$ cat src/rtl/platform_scroller_pkg.sv
// Shared types and constants for the platform scroller: FSM states, platform
// record layout and the coordinate helpers used by the load and respawn paths.
package platform_scroller_pkg;

   localparam int unsigned NUM_PLAT     = 16;
   localparam int unsigned IDX_W        = 4;
   localparam int unsigned COORD_W      = 9;
   localparam int unsigned MOT_W        = 10;
   localparam int unsigned MAG_W        = 8;
   localparam int unsigned SCORE_W      = 16;
   localparam int unsigned LFSR_W       = 9;
   localparam int unsigned PLAT_SPACING = 30;
   localparam int unsigned SCREEN_Y_MAX = 479;
   localparam int unsigned WRAP_H       = 480;
   localparam int unsigned X_BASE       = 64;
   localparam int unsigned LOAD_Y_TOP   = 464;

   localparam logic [LFSR_W-1:0] LFSR_SEED = 9'h1A5;

   typedef enum logic [1:0] {
      IDLE   = 2'd0,
      LOAD   = 2'd1,
      SCROLL = 2'd2,
      ACK    = 2'd3
   } state_t;

   typedef struct packed {
      logic [COORD_W-1:0] x;
      logic [COORD_W-1:0] y;
   } plat_t;

   // New X position drawn from the low byte of the LFSR, offset from the left edge.
   function automatic logic [COORD_W-1:0] spawn_x(input logic [LFSR_W-1:0] lfsr);
      return COORD_W'(X_BASE) + COORD_W'(lfsr[MAG_W-1:0]);
   endfunction

   // Initial layout: platform 0 near the bottom, each next one PLAT_SPACING higher.
   function automatic logic [COORD_W-1:0] load_y(input logic [IDX_W-1:0] idx);
      return COORD_W'(LOAD_Y_TOP - PLAT_SPACING * 32'(idx));
   endfunction

endpackage

$ cat src/rtl/platform_scroller_lfsr9.sv
// Free-running 9-bit Fibonacci LFSR (x^9 + x^5 + 1) used for platform X placement.
module lfsr9
   import platform_scroller_pkg::*;
(
   input  logic              Clk,
   input  logic              Reset,
   output logic [LFSR_W-1:0] q
);

   always_ff @(posedge Clk or posedge Reset) begin
      if (Reset) begin
         q <= LFSR_SEED;
      end else begin
         q <= {q[LFSR_W-2:0], q[8] ^ q[4]};
      end
   end

endmodule

$ cat src/rtl/platform_scroller.sv
// Platform layout and scroll engine: builds the initial platform column, then
// shifts every platform down by the doodle's upward motion, respawning at the top.
module platform_scroller
   import platform_scroller_pkg::*;
(
   input  logic               Clk,
   input  logic               Reset,
   input  logic               loadplat,
   input  logic               refresh_en,
   input  logic [MOT_W-1:0]   plat_temp_Y,
   output logic [COORD_W-1:0] platX0,
   output logic [COORD_W-1:0] platX1,
   output logic [COORD_W-1:0] platX2,
   output logic [COORD_W-1:0] platX3,
   output logic [COORD_W-1:0] platX4,
   output logic [COORD_W-1:0] platX5,
   output logic [COORD_W-1:0] platX6,
   output logic [COORD_W-1:0] platX7,
   output logic [COORD_W-1:0] platX8,
   output logic [COORD_W-1:0] platX9,
   output logic [COORD_W-1:0] platX10,
   output logic [COORD_W-1:0] platX11,
   output logic [COORD_W-1:0] platX12,
   output logic [COORD_W-1:0] platX13,
   output logic [COORD_W-1:0] platX14,
   output logic [COORD_W-1:0] platX15,
   output logic [COORD_W-1:0] platY0,
   output logic [COORD_W-1:0] platY1,
   output logic [COORD_W-1:0] platY2,
   output logic [COORD_W-1:0] platY3,
   output logic [COORD_W-1:0] platY4,
   output logic [COORD_W-1:0] platY5,
   output logic [COORD_W-1:0] platY6,
   output logic [COORD_W-1:0] platY7,
   output logic [COORD_W-1:0] platY8,
   output logic [COORD_W-1:0] platY9,
   output logic [COORD_W-1:0] platY10,
   output logic [COORD_W-1:0] platY11,
   output logic [COORD_W-1:0] platY12,
   output logic [COORD_W-1:0] platY13,
   output logic [COORD_W-1:0] platY14,
   output logic [COORD_W-1:0] platY15,
   output logic               trigger,
   output logic               busy,
   output logic [SCORE_W-1:0] score
);

   state_t               state_q, state_d;
   logic [IDX_W-1:0]     idx_q, idx_d;
   logic [MAG_W-1:0]     mag_q, mag_d;
   logic [SCORE_W-1:0]   score_d;
   logic                 trigger_d, busy_d;
   plat_t                plat_q [NUM_PLAT];
   plat_t                plat_d [NUM_PLAT];
   logic [LFSR_W-1:0]    lfsr;
   logic [MOT_W-1:0]     new_y;
   logic [MOT_W-1:0]     neg_motion;
   logic                 last_idx;

   lfsr9 u_lfsr (
      .Clk   (Clk),
      .Reset (Reset),
      .q     (lfsr)
   );

   // State and datapath registers
   always_ff @(posedge Clk or posedge Reset) begin
      if (Reset) begin
         state_q <= IDLE;
         idx_q   <= '0;
         mag_q   <= '0;
         score   <= '0;
         trigger <= 1'b0;
         busy    <= 1'b0;
         plat_q  <= '{default: '0};
      end else begin
         state_q <= state_d;
         idx_q   <= idx_d;
         mag_q   <= mag_d;
         score   <= score_d;
         trigger <= trigger_d;
         busy    <= busy_d;
         plat_q  <= plat_d;
      end
   end

   // Next-state, platform update and registered-output decode
   always_comb begin
      state_d    = state_q;
      idx_d      = idx_q;
      mag_d      = mag_q;
      score_d    = score;
      trigger_d  = 1'b0;
      busy_d     = 1'b0;
      plat_d     = plat_q;
      neg_motion = -plat_temp_Y;
      new_y      = MOT_W'(plat_q[idx_q].y) + MOT_W'(mag_q);
      last_idx   = (idx_q == IDX_W'(NUM_PLAT - 1));

      case (state_q)
         IDLE: begin
            if (loadplat) begin
               idx_d   = '0;
               state_d = LOAD;
            end else if (refresh_en) begin
               // Only upward motion (negative Y) scrolls the screen.
               mag_d   = plat_temp_Y[MOT_W-1] ? neg_motion[MAG_W-1:0] : '0;
               idx_d   = '0;
               state_d = SCROLL;
            end
         end

         LOAD: begin
            plat_d[idx_q].x = spawn_x(lfsr);
            plat_d[idx_q].y = load_y(idx_q);
            idx_d           = idx_q + IDX_W'(1);
            if (last_idx) begin
               score_d = '0;
               state_d = IDLE;
            end
         end

         SCROLL: begin
            if (new_y > MOT_W'(SCREEN_Y_MAX)) begin
               plat_d[idx_q].y = COORD_W'(new_y - MOT_W'(WRAP_H));
               plat_d[idx_q].x = spawn_x(lfsr);
            end else begin
               plat_d[idx_q].y = COORD_W'(new_y);
            end
            idx_d = idx_q + IDX_W'(1);
            if (last_idx) begin
               score_d = score + SCORE_W'(mag_q);
               state_d = ACK;
            end
         end

         ACK: begin
            if (refresh_en) begin
               trigger_d = 1'b1;
            end else begin
               state_d = IDLE;
            end
         end

         default: state_d = IDLE;
      endcase

      busy_d = (state_d == LOAD) || (state_d == SCROLL);
   end

   assign platX0  = plat_q[0].x;
   assign platX1  = plat_q[1].x;
   assign platX2  = plat_q[2].x;
   assign platX3  = plat_q[3].x;
   assign platX4  = plat_q[4].x;
   assign platX5  = plat_q[5].x;
   assign platX6  = plat_q[6].x;
   assign platX7  = plat_q[7].x;
   assign platX8  = plat_q[8].x;
   assign platX9  = plat_q[9].x;
   assign platX10 = plat_q[10].x;
   assign platX11 = plat_q[11].x;
   assign platX12 = plat_q[12].x;
   assign platX13 = plat_q[13].x;
   assign platX14 = plat_q[14].x;
   assign platX15 = plat_q[15].x;
   assign platY0  = plat_q[0].y;
   assign platY1  = plat_q[1].y;
   assign platY2  = plat_q[2].y;
   assign platY3  = plat_q[3].y;
   assign platY4  = plat_q[4].y;
   assign platY5  = plat_q[5].y;
   assign platY6  = plat_q[6].y;
   assign platY7  = plat_q[7].y;
   assign platY8  = plat_q[8].y;
   assign platY9  = plat_q[9].y;
   assign platY10 = plat_q[10].y;
   assign platY11 = plat_q[11].y;
   assign platY12 = plat_q[12].y;
   assign platY13 = plat_q[13].y;
   assign platY14 = plat_q[14].y;
   assign platY15 = plat_q[15].y;

endmodule

$ cat config.mk
export PLATFORM = sky130hd
export DESIGN_NAME = platform_scroller
export DESIGN_NICKNAME = d
export VERILOG_FILES = /design/src/rtl/platform_scroller_pkg.sv /design/src/rtl/platform_scroller_lfsr9.sv /design/src/rtl/platform_scroller.sv
export SDC_FILE = /design/constraint.sdc
export NUM_CORES = 1
export LEC_CHECK = 0
export CORE_MARGIN = 2
export CORE_UTILIZATION = 25
export CTS_BUF_LIST = sky130_fd_sc_hd__clkbuf_8
export DETAILED_ROUTE_END_ITERATION = 12
export MAX_ROUTING_LAYER = met4
export PLACE_DENSITY_LB_ADDON = 0.2
export SETUP_SLACK_MARGIN = 0.15
export SLEW_MARGIN = 40
export SYNTH_ARGS = -nofsm -noshare
export SYNTH_HDL_FRONTEND = slang
export SYNTH_SLANG_ARGS = --single-unit
export TNS_END_PERCENT = 5
$ cat constraint.sdc
create_clock -name Clk -period 15 [get_ports Clk]
set_input_delay 2.25 -clock Clk [delete_from_list [all_inputs] [get_ports Clk]]
set_output_delay 2.25 -clock Clk [all_outputs]
set_load 0.005 [all_outputs]
* After elaboration in Yosys (flattened, before gate mapping)
Cells that the tools add are included.
** Word-level totals
- Output and inout bits :: 306
- Bits in registers :: 329
** Cells by class
- Mux-type cells :: 29
- Order comparisons :: 3
- $mul :: 1
- Add/subtract/negate cells :: 7
- Reductions and logical operators :: 9
- Bitwise operators :: 3
- Equal/unequal tests :: 9
** Operator list (count)
- bitwise mux 288 bit :: 5
- one-hot mux 288 bit (2 select lines) :: 1
- 2-to-1 mux 288 bit :: 1
- demux 18 bit (select 4 bit) :: 2
- binary-select mux 18 bit (select 4 bit) :: 1
- 2-to-1 mux 16 bit :: 2
- one-hot mux 16 bit (2 select lines) :: 1
- 2-to-1 mux 9 bit :: 3
- 2-to-1 mux 18 bit :: 1
- adder 16 x 8 -> 16 bit :: 1
- adder 9 x 8 -> 10 bit :: 1
- > comparator 10 x 9 -> 1 bit (second input constant) :: 1
- 2-to-1 mux 2 bit :: 5
- adder 7 x 8 -> 9 bit (first input constant) :: 1
- subtractor 9 bit (first input constant) :: 1
- subtractor 9 bit (second input constant) :: 1
- multiplier 4 x 4 -> 8 bit (first input constant) :: 1
- 2-to-1 mux 4 bit :: 2
- 2-to-1 mux 8 bit :: 1
- negation 8 bit :: 1
- one-hot mux 2 bit (4 select lines) :: 1
- one-hot mux 4 bit (2 select lines) :: 1
- == test 2 bit (second input constant) :: 3
- AND reduction 3 bit :: 2
- other kinds (17) :: 21

* Longest topological paths before layout
- Word-level depth :: 10
- Gate-level depth with buffers :: 16
- Gate-level depth less buffers :: 12

* By module
Synthesis repeated with hierarchy kept, for this count alone.
** Unflattened totals
- Cell total of the unflattened synthesis :: 1228
- Area, all modules :: 14999.4 um2
** By module, submodules not included
- platform_scroller :: instances 1, area each 14755.4 um2, sequential area each 8007.7 um2, cells each 1217
- lfsr9 :: instances 1, area each 244.0 um2, sequential area each 231.5 um2, cells each 11

* Worst setup path after synthesis
OpenSTA, ideal clock, no wires.
- Path kind :: flip-flop to flip-flop
- From :: reg idx_q[0]
- To :: reg plat_q, in the netlist platX4[0]
- Data arrival time :: 5433 ps
- Buffers on the path :: 4
- Slack :: 9442 ps
- Setup time :: 125 ps
- Stages on the path, launching flop included :: 16
- Data required time :: 14875 ps
- Cells stage by stage :: dfrtp_1 -> buf_6 -> buf_1 -> buf_1 -> mux4_2 -> mux4_2 -> ha_1 -> fa_1 -> a211oi_1 -> or4_1 -> o2111ai_1 -> a311o_1 -> a221oi_4 -> buf_12 -> nor2_8 -> mux2_4
** On the way
- Word-level cells in the longest chain between the ends :: 8
- Elaborated cells between the ends (all ways) :: 19
** RTL lines
- start, declared :: line platform_scroller.sv:49 : logic [IDX_W-1:0] idx_q, idx_d;
- start signal, assigned :: line platform_scroller.sv:78 : idx_q <= idx_d;
- NOT 4 -> 5 bit (not written as such) (*)
- binary-select mux 18 bit (select 4 bit), or another cell as far along :: line platform_scroller.sv:97 : new_y = MOT_W'(plat_q[idx_q].y) + MOT_W'(mag_q);
- 2-to-1 mux 9 bit (not written as such) or logical AND 1 bit (tied branches) :: line platform_scroller.sv:97, platform_scroller.sv:114, platform_scroller.sv:126
- 2-to-1 mux 9 bit (not written as such) or 2-to-1 mux 18 bit (tied branches) :: line platform_scroller.sv:97, platform_scroller.sv:114, platform_scroller.sv:126
- adder 9 x 8 -> 10 bit or demux 18 bit (select 4 bit) (tied branches) :: line platform_scroller.sv:97, platform_scroller.sv:114, platform_scroller.sv:126
- > comparator 10 x 9 -> 1 bit, or another cell as far along :: line platform_scroller.sv:124 : if (new_y > MOT_W'(SCREEN_Y_MAX)) begin
- 2-to-1 mux 288 bit or bitwise mux 288 bit (tied branches) :: line platform_scroller.sv:124, platform_scroller.sv:115
- one-hot mux 288 bit (2 select lines) (*) :: line platform_scroller.sv:100 : case (state_q)
- end signal, assigned :: line platform_scroller.sv:83 : plat_q <= plat_d;
- end, declared :: line platform_scroller.sv:53 : plat_t plat_q [NUM_PLAT];
Every way passes the cells marked *; elsewhere a longest branch is shown, timed or not. The select of a mux whose other input is x is not followed.
A chain may end at the register's enable or synchronous reset.

* Final worst setup path
- From :: reg idx_q[1]
- To :: reg plat_q, in the netlist platX12[5]
The elaborated chain is that of the path after synthesis.

==> results.md <==
- Seq cells post-synth: 329
- Worst-case reg-to-reg path depth: 13
- DIE AREA: 64430 um^2
- Clock latency on the worst-skew pair: 0.67 ns
- 1st-iter DRT viols: 634
- Sw power: 1.638 mW
- Syn Nets: 1299
- Clock Skew: 0.03871 ns
- Comb pwr share: 47.2%
- Remaining DRCs: 0
- Leakage: 9.246 nW
- Postcts setup bufs: 0
- Port bufs: 318
- Post-DP Area: 19730 um^2
- Post-CTS Resized: 0
- Clock Path Buffers: 3
- Async SR Flop Fraction: 100.0%
- Fill cells: 6202
- CTS tree: done
- Area of the mapped netlist: 15600 um^2
- Pint: 2.224 mW
- Remaining global-route overflow: 0
- Max Fanout on Critical Path: 43
- Die Wd: 253.8 um
- Sw Ratio: 42.41%
- Root Buffer: clkbuf_8
- Vias per inst: 4.592
- Unrepaired setup endpoints after global routing: false
- R2r setup slk: 8.69 ns
- Period utilization: 42.06%
- Tightest Pin Transition: 0.8717 ns
- Slew Viols, Final: 0
- Worst setup SP type: flip-flop
- DRT Wirelength: 53170 um
- H-Tree Depth: 2
- Setup TNS: 0 ns
- CP cell instances: buf_4 > mux4_2 > mux4_2 > ha_1 > fa_1 > a211oi_1 > or4_1 > o2111ai_1 > a311o_1 > a221oi_4 > buf_6 > nor2_4 > mux2_1
- Synthesis-to-layout area growth: 34.36%
- CP most frequent cell: mux4_2
- Max IR drop VDD: 0.0001776 V
- Worst hold path type: flip-flop to flip-flop
- First-pass GRT wire length: 79430 um
- Synth Instances: 1240
- CP Data Required Time: 15.54 ns
- RD Place Congestion: 0.8190
- Maximum operating frequency: 158.5 MHz
- Core Util, Final: 33.97%
- # IOs: 320
- Number of synthesized flops with an enable pin: 0
- Critical Path Sink Type: flip-flop
- Clk sinks: 329
- Total Nets Final: 1628
- Wire per inst: 21.65 um
- Register area share after synthesis: 52.80%
- Seq pwr share: 30.5%
- Placed wire-length estimate: 37890 um
- Min cycle time layout: 6.309 ns
- Setup crit end: platX12[5]
- Post-layout instance area: 20970 um^2
- Commonest non-fill, non-tap cell in the layout: dfrtp_1
- Share of layout cells above drive strength 1: 17.33%
- Core Region: 61710 um^2
- WS Path Type: flip-flop to flip-flop
- Initial core utilization: 25.29%
- Max-cap violations: 0
- Setup Viol. Count Final: 0
- R2r startpoint: idx_q[1]
- Crit-path slowest cell: dfrtp_2
- Reg2reg end: platX12[5]
- Main flop type after synthesis: dfrtp_1
- CTS Hold Bufs: 0
- Syn_area_per_cell: 12.58 um^2
- Rows: 91
- Unique cell type count in the Yosys netlist: 68
- Commonest cells after routing, fill and taps aside: dfrtp_1, clkdlybuf4s50_1, nand2_1
- Largest stage delay, worst path: 0.74 ns
- Total track usage: 17.02%
- Largest register FFs: 16
- Largest net degree at the start of global routing: 93
- Pre-antenna DRT Iters: 5
- Number of global-route vias before repair: 11690
- P per Cell Area: 184.2 nW/um^2
- Status: finished, final reports clean
- Num CTS Buffers: 61
- Min-delay src: u_lfsr.q[7]
- Die Ht: 253.8 um
- Detailed-route via count: 11280
- Antenna violations before repair: 3
- Slew headroom: 41.73%
- CP startpoint: idx_q[1]
- Final Hold Viols: 0
- Ys Warns: 0
- Remaining antenna violation count after routing: 0
- Clock Power Share: 22.3%
- CP arrival: 6.84 ns
- CTS clk-pin slew, worst paths: 0.06 ns
- Largest Register: score
==> cells in the mapped netlist, types with 3 or more instances <==
| master | n | area share, % |
|---|---|---|
| xor2_1 | 9 | 0.51 |
| nand2_1 | 158 | 3.8 |
| a211oi_1 | 6 | 0.29 |
| o21ai_1 | 26 | 0.83 |
| nor3_1 | 6 | 0.19 |
| a211o_1 | 4 | 0.22 |
| a21oi_1 | 21 | 0.67 |
| nor2_4 | 5 | 0.36 |
| o211ai_1 | 3 | 0.14 |
| a22o_1 | 16 | 0.90 |
| o21ai_0 | 120 | 3.8 |
| nor2_8 | 11 | 1.4 |
| nand2b_1 | 3 | 0.12 |
| nor2b_1 | 4 | 0.16 |
| a31oi_1 | 6 | 0.24 |
| a21o_1 | 5 | 0.24 |
| clkbuf_1 | 57 | 1.4 |
| buf_1 | 6 | 0.14 |
| mux2i_1 | 6 | 0.38 |
| mux4_2 | 45 | 6.5 |
| and3_1 | 6 | 0.24 |
| mux2_4 | 80 | 7.7 |
| a41o_1 | 4 | 0.26 |
| xnor2_1 | 16 | 0.90 |
| buf_2 | 4 | 0.13 |
| inv_2 | 3 | 0.072 |
| dfstp_2 | 5 | 0.84 |
| o31ai_1 | 41 | 2.0 |
| nor2_1 | 24 | 0.58 |
| fa_1 | 6 | 0.77 |
| mux2_2 | 16 | 1.2 |
| dfrtp_1 | 324 | 52 |
| inv_1 | 19 | 0.46 |
| and2_1 | 4 | 0.16 |
| mux2_1 | 48 | 3.5 |
| ha_1 | 39 | 3.1 |
| or4_1 | 3 | 0.14 |
| nand3_1 | 38 | 1.2 |
==> metrics by stage <==
step / total power [mW] / setup slack [ns] / cells / hold WS, ns
6_report: 3.862 / 8.691 / 2456 / 0.3892
5_1_grt: 4.138 / 8.436 / 2454 / 0.3955
4_1_cts: 3.909 / 8.450 / 2453 / 0.4004
3_5_place_dp: 3.021 / 8.460 / 2343 / 0.3621
3_3_place_gp: 2.992 / 8.555 / 2342 / 0.3586
2_1_floorplan: 2.234 / 3.647 / 1240 / 0.3558
==> worst min path at each step <==
stage | endpoint | slack (ns) | cells after the start
floorplan | u_lfsr.q[8] | 0.36 | 0
global placement | u_lfsr.q[8] | 0.36 | 0
detailed placement | u_lfsr.q[8] | 0.36 | 0
CTS | u_lfsr.q[8] | 0.40 | 0
global route | u_lfsr.q[8] | 0.40 | 0
finish | u_lfsr.q[8] | 0.39 | 0
==> area by class of cell <==
class | instances | area, um^2 | area share, %
sequential | 329 | 8244 | 39.32
multi-input combinational | 818 | 6989 | 33.34
timing repair buffer | 336 | 3361 | 16.03
clock buffer | 79 | 1087 | 5.186
tap | 837 | 1047 | 4.995
clock inverter | 31 | 136.4 | 0.6505
inverter | 23 | 93.84 | 0.4476
antenna | 3 | 7.507 | 0.03581
==> worst max-delay path, delay by kind of cell (launching register included) <==
family          cells  cell delay [ns]
compound gates      4             1.92
fa+ha+maj           2             0.72
buf+inv             2             1.01
flops               1             0.74
mux                 3             1.32
simple gates        2             0.37
==> power by group through the flow <==
stage | Combinational [mW] | Sequential (mW) | Clock [mW]
floorplan | 1.08 | 1.15 | 0
global placement | 1.80 | 1.19 | 0
detailed placement | 1.82 | 1.20 | 0
CTS | 1.83 | 1.18 | 0.895
global route | 2.00 | 1.20 | 0.936
finish | 1.82 | 1.18 | 0.863
==> metal layers <==
metal	routed length, um	track usage (%)	vias up
li1	-	-	5176
met1	23450	21.66	5727
met2	24880	26.35	285
met3	3609	5.060	90
met4	1225	4.605	0
met5	0	-	-
==> cells by family after synthesis <==
group	Yosys count	share of synthesized area, %
muxes	195	19.19
xor gates and xnor gates	25	1.403
AOI/OAI and AO/OA	277	11.17
DFF	329	52.80
and+or+nand+nor	276	9.068
adders and majority gates	45	3.897
buffers and inverters	93	2.470
No activity file was read; power rests on OpenSTA's default activity.
